===== src/rtl/regfile_wb_arbiter.sv =====
// Round-robin arbiter that shares one register-file write port among NREQ writeback sources, plus a pending-write scoreboard.
// Latency: grant is combinational; the write reaches rf_we/rf_rd/rf_wd one cycle after the valid&ready transfer.
// Backpressure: only one requester gets ready per cycle and the others wait; the register file never stalls the output stage.
module regfile_wb_arbiter #(
    parameter int NREQ = 3,
    parameter int IDXW = $clog2(NREQ)
) (
    input  logic                 clk,
    input  logic                 rst_n,
    input  logic [NREQ-1:0]      req_valid,
    input  logic [NREQ*4-1:0]    req_rd,
    input  logic [NREQ*32-1:0]   req_wd,
    output logic [NREQ-1:0]      req_ready,
    input  logic                 sb_set,
    input  logic [3:0]           sb_set_rd,
    output logic [15:0]          pending,
    output logic                 rf_we,
    output logic [3:0]           rf_rd,
    output logic [31:0]          rf_wd,
    output logic [IDXW-1:0]      grant_idx
);

    logic [IDXW-1:0] ptr;
    logic [NREQ-1:0] gnt;
    logic [IDXW-1:0] gnt_idx;
    logic            xfer;
    logic [3:0]      sel_rd;
    logic [31:0]     sel_wd;
    logic [15:0]     pending_nxt;
    logic [IDXW-1:0] cand;
    int              cand_sum;

    // Pick the first valid requester, starting the search at ptr and wrapping around.
    always_comb begin
        gnt      = '0;
        gnt_idx  = '0;
        xfer     = 1'b0;
        cand     = '0;
        cand_sum = 0;
        for (int k = 0; k < NREQ; k++) begin
            cand_sum = int'(ptr) + k;
            if (cand_sum >= NREQ) begin
                cand_sum = cand_sum - NREQ;
            end
            cand = IDXW'(cand_sum);
            if (!xfer && req_valid[cand]) begin
                xfer      = 1'b1;
                gnt[cand] = 1'b1;
                gnt_idx   = cand;
            end
        end
    end

    // Mux the granted requester's destination and data out of the flat buses.
    always_comb begin
        sel_rd = '0;
        sel_wd = '0;
        for (int i = 0; i < NREQ; i++) begin
            if (gnt[i]) begin
                sel_rd = req_rd[i*4 +: 4];
                sel_wd = req_wd[i*32 +: 32];
            end
        end
    end

    // Scoreboard next state: clear the written register first so a same-cycle set (newer op) wins.
    always_comb begin
        pending_nxt = pending;
        if (xfer && (sel_rd != 4'd0)) begin
            pending_nxt[sel_rd] = 1'b0;
        end
        if (sb_set && (sb_set_rd != 4'd0)) begin
            pending_nxt[sb_set_rd] = 1'b1;
        end
        pending_nxt[0] = 1'b0;
    end

    assign req_ready = gnt;

    // Register the write port, the round-robin pointer and the scoreboard; r0 transfers are consumed silently.
    always_ff @(posedge clk or negedge rst_n) begin
        if (!rst_n) begin
            rf_we     <= 1'b0;
            rf_rd     <= '0;
            rf_wd     <= '0;
            ptr       <= '0;
            grant_idx <= '0;
            pending   <= '0;
        end else begin
            rf_we   <= xfer && (sel_rd != 4'd0);
            pending <= pending_nxt;
            if (xfer && (sel_rd != 4'd0)) begin
                rf_rd <= sel_rd;
                rf_wd <= sel_wd;
            end
            if (xfer) begin
                grant_idx <= gnt_idx;
                ptr       <= (gnt_idx == IDXW'(NREQ - 1)) ? '0 : gnt_idx + 1'b1;
            end
        end
    end

endmodule


===== config.mk =====
export PLATFORM = sky130hd
export DESIGN_NAME = regfile_wb_arbiter
export DESIGN_NICKNAME = d
export VERILOG_FILES = /design/src/rtl/regfile_wb_arbiter.sv
export SDC_FILE = /design/constraint.sdc
export NUM_CORES = 1
export LEC_CHECK = 0
export ABC_CLOCK_PERIOD_IN_PS = 3900
export CORE_ASPECT_RATIO = 0.9
export CORE_MARGIN = 2
export CORE_UTILIZATION = 41
export DETAILED_ROUTE_END_ITERATION = 10
export GPL_TIMING_DRIVEN = 0
export PLACE_DENSITY = 0.77
export SYNTH_ARGS = -nofsm -noshare
export SYNTH_HDL_FRONTEND = slang
export SYNTH_SLANG_ARGS = --single-unit

===== constraint.sdc =====
create_clock -name clk -period 3.9 [get_ports clk]
set_input_delay 0.78 -clock clk [delete_from_list [all_inputs] [get_ports clk]]
set_output_delay 0.78 -clock clk [all_outputs]
set_load 0.01 [all_outputs]

# After elaboration in Yosys (flattened, before gate mapping)
# Cells that the tools add are included.
[word_totals]
ff_bits = 56
input_bits = 118
out_inout_bits = 58
wordCells = 81
[op_classes]
add_sub_neg = 6
magnitude_cmp = 13
eq_ne = 1
mux = 37
bitwise_logic = 5
reduce_logical = 13
[ops]
columns = ["op", "n"]
rows = [
  ["32-bit two-way mux", 3],
  ["16-bit two-way mux", 2],
  ["16-bit AND", 1],
  ["16-bit inverter", 1],
  ["16-bit bitwise OR", 1],
  ["2-bit two-way mux", 7],
  ["4-bit two-way mux", 3],
  ["1-bit two-way mux", 11],
  ["4-bit by 5-bit less-than comparator with 1-bit output, second input constant", 2],
  ["1-bit logical AND", 9],
  ["2-bit by 3-bit less-than comparator with 1-bit output, second input constant", 3],
  ["3-bit two-way mux", 3],
  ["1-bit demux with 4-bit select", 2],
  ["4-bit by 1-bit greater-or-equal comparator with 1-bit output, second input constant", 2],
  ["4-bit nonzero test", 2],
  ["1-bit binary-select mux with 2-bit select", 3],
  ["1-bit demux with 2-bit select", 3],
  ["2-bit by 1-bit greater-or-equal comparator with 1-bit output, second input constant", 3],
  ["3-bit by 2-bit greater-or-equal comparator with 1-bit output, second input constant", 2],
  ["3-bit bitwise OR", 2],
  ["2-bit subtractor, second input constant", 3],
  ["2-bit by 1-bit adder with 3-bit output, second input constant", 1],
  ["2-bit by 2-bit adder with 3-bit output, second input constant", 1],
  ["2-bit by 1-bit adder with 2-bit output, second input constant", 1],
  ["other kinds (3)", 4],
]

# Longest topological paths before layout
[depth]
word_depth = 23
depth_mapped = 13
ltp_nobuf = 10

# Least setup slack after synthesis
# OpenSTA, ideal clock, no wires.
[synth_path]
path_type = "input port to output port"
start = "in req_valid[1]"
end = "out req_ready[1]"
t_arrival_ns = 2.432
path_slack_ns = 0.688
path_stages = 7
n_path_buf = 3
cell_sequence = "nand2_1 or4b_1 a21o_1 nand2_1 clkbuf_1 clkbuf_1 clkbuf_1"
[synth_between]
elab_chain_cells = 9
[synth_rtl]
columns = ["element", "line_no", "source"]
rows = [
  ["from (decl)", "10", "input logic [NREQ-1:0] req_valid,"],
  ["1-bit binary-select mux with 2-bit select", "46", "if (!xfer && req_valid[cand]) begin"],
  ["1-bit two-way mux (not written as such)", "46", ""],
  ["1-bit two-way mux", "46", ""],
  ["1-bit logical NOT", "46", ""],
  ["1-bit logical AND", "46", ""],
  ["1-bit two-way mux", "46", ""],
  ["1-bit logical NOT", "46", ""],
  ["1-bit logical AND", "46", ""],
  ["3-bit two-way mux *", "46", ""],
  ["to (decl)", "13", "output logic [NREQ-1:0] req_ready,"],
]
# Mark *: on every way between the ends. The rest lies on a longest branch, timed or not. The select of a mux whose other input is x is not followed.

# Worst setup path in the final report
[layout_path]
start = "in req_valid[2]"
end = "out req_ready[1]"
# Same word-level chain as after synthesis.

==> results.cfg <==
[cells_and_area]
final_layout_size_suffix_gt1_share_pct = 18.73
syn2layout_area_growth_pct = 57.60
antenna_cells = 0
nNetsFinal = 671
finish.utilization_pct = 66.33

[power]
power.leakage_nw = 2.368
p_per_area_nw_per_um2 = 1061
total_power_mw = 6.029
ir_drop_v = 0.0004406

[drt]
drt_iter0_drc = 126
route.detailed.wl_per_inst_microns = 16.82
via_count = 3597
antenna_left = 0
drt_first_pass_iters = 4
wl_microns = 11260
vias_per_cell = 5.377
post-route-drc-count = 0

[global_routing]
grt_use_total_pct = 23.66
grt_pass1_wl_microns = 17730
grt_pass1_vias = 3665
antenna_found_initial = 0
grt_max_degree = 34
grt_overflow = 0

[setup_path]
endpoint_kind = output port
reg2reg_to = rf_wd[25]$_DFFE_PN0N_
reg2reg_from = ptr[0]$_DFFE_PN0P_
worstPathMaxFanout = 19
worstSetupPathType = in -> out
crit_required_ps = 3120
critPathLaunchType = input pin
r2r_setup_slack_ps = 370
crit_arrival_ps = 3020
worst-r2r-cell-count = 12

[clocking]
cts_tree = done
root_buffer = clkbuf_8
h-tree-depth = 2
cts_sinks = 56
clk_latency_ps = 310
clk_pin_slew_ps = 100
cts_buffers = 5
cts_hold_buf = 0
clockBufferDepth = 2

[synthesis]
synth_nets = 486
synth_warnings = 0
synthArstFlopShare_pct = 100.0
synth_edf_count = 0
syn_area_sq_um = 3606
synth_cells = 364
ys_seq_elements = 56
yosysSeqAreaShare_pct = 38.86
ys_types = 44
syn_avg_cell_area_sq_um = 9.906
dominantRegCellSynth = dfrtp_1

[die]
start_util_pct = 42.09
dieHeight_microns = 92.97
core.rowCount = 32
dieArea_sq_um = 9562
coreArea_sq_um = 8568
ioPinCount = 176
die_w_microns = 102.9

[outcome]
status = finished clean

[timing]
slew_headroom_pct = 60.05
rsz0062_at_grt = no
worst_pin_slew_ps = 599.2
skew_ps = 15.65
tns_ps = 0
setup_viol = 0
fmaxAchievable_ghz = 0.2629
period_minus_slack_ps = 3804
hold_viol = 0
report.final.slew_viol_count = 0
fin_crit_sh_pct = 97.53

[placed_design]
port_buffers = 174
gp_congestion = 0.8831
detailed_place_hpwl_microns = 8901

[run]
drv_cap = 0

[min_path]
hold_path_class = in -> async
-- state kept, by name, indices dropped and copies added (netlist names) --
signal,flops
grant_idx,2
pending,15
ptr,2
rf_rd,4
rf_wd,32
rf_we,1
-- stage by stage --
| stage | std cells | hold WS (ps) | cell area [sq um] | setup slack (ps) |
|---|---|---|---|---|
| floorplan | 364 | 484.4 | 3606 | 688.4 |
| global placement | 657 | 472.8 | 5497 | -998.4 |
| detailed placement | 658 | 475.9 | 5512 | -1059 |
| CTS | 664 | 470.7 | 5630 | -16.87 |
| global route | 669 | 503.9 | 5683 | 2.305 |
| finish | 669 | 463.8 | 5683 | 96.45 |
-- worst max-delay path by stage --
stage | start | cells after the start | endpoint | slack, ps
after CTS | req_valid[1] | 7 | req_ready[1] | -20
final | req_valid[2] | 6 | req_ready[1] | 100
after detailed placement | req_valid[1] | 9 | req_ready[1] | -1060
after global placement | req_valid[1] | 9 | req_ready[1] | -1000
after global routing | req_valid[0] | 7 | req_ready[2] | 2
after floorplan | req_valid[1] | 7 | req_ready[1] | 690
-- layer usage --
metal	GRT usage, %	vias to the layer above	share of wire [%]
met5	0	-	0
met4	6.579	0	2.0
met3	5.979	16	6.4
met2	39.65	132	49
met1	30.27	1745	43
li1	-	1704	-
-- cell type report --
| class | instances | area, sq um |
|---|---|---|
| Buffer | 27 | 157.7 |
| Clock buffer | 5 | 68.82 |
| Clock inverter | 3 | 25.02 |
| Fill cell | 728 | 2885 |
| Inverter | 10 | 37.54 |
| Multi-Input combinational cell | 269 | 2047 |
| Sequential cell | 56 | 1401 |
| Tap cell | 119 | 148.9 |
| Timing Repair Buffer | 180 | 1797 |
-- placed cells by master (no fill, tap or decap), types with 5 or more instances in the layout --
cell,instances
nor2_1,34
o41ai_1,15
buf_4,7
or3b_2,33
inv_1,10
nand3b_1,5
nand2_1,43
clkbuf_8,5
o21ai_0,19
dfrtp_1,56
mux2_4,29
a31oi_1,32
clkbuf_1,17
clkdlybuf4s50_1,172
-- synthesized netlist by cell type, types with 3 or more instances --
cell	n	area share (%)
or3b_2	33	8.0
buf_6	3	0.94
o21ai_0	20	2.8
nand3b_1	5	1.0
nand2_1	44	4.6
mux2_4	29	12
clkbuf_1	21	2.2
a31oi_1	32	5.6
a221o_1	4	1.1
ha_1	4	1.4
dfrtp_1	56	39
and2_1	4	0.69
inv_1	10	1.0
mux2i_1	4	1.1
a211oi_1	4	0.83
mux2_2	3	0.94
o41ai_1	15	3.6
nor2_1	34	3.5
buf_2	3	0.42
-- repair_timing --
| item | 4_1_cts | 5_1_grt |
|---|---|---|
| gates cloned | 0 | 0 |
| pin swaps | 0 | 3 |
| resized for setup | 8 | 5 |
| endpoints found under the setup margin | 2 | 6 |
| buffers inserted | 0 | 5 |
-- power breakdown --
part / switching, mW / internal, mW / leakage (nW) / total [mW]
Clock: 0.202 / 0.132 / 0.0452 / 0.334
Combinational: 2.16 / 2.45 / 1.64 / 4.61
Sequential: 0.168 / 0.912 / 0.687 / 1.08
-- worst max-delay path, stage by stage --
cell and delay (ps):
clkdlybuf4s50_1 540, or4b_1 610, a21o_4 260, nand2_4 110
clkbuf_16 190, clkdlybuf4s50_1 540
-- logic make-up (layout without fill, tap and decap cells) --
logic type / after synthesis / after routing / share of synthesized area, %
DFF: 56 / 56 / 38.86
adders and majority gates: 4 / 4 / 1.388
other: 1 / 1 / 0.1040
muxes: 36 / 36 / 14.12
buffers and inverters: 39 / 225 / 4.996
AOI/OAI and AO/OA: 98 / 98 / 20.47
and+or+nand+nor: 130 / 130 / 20.06
Power figures use the tool's default switching activity.
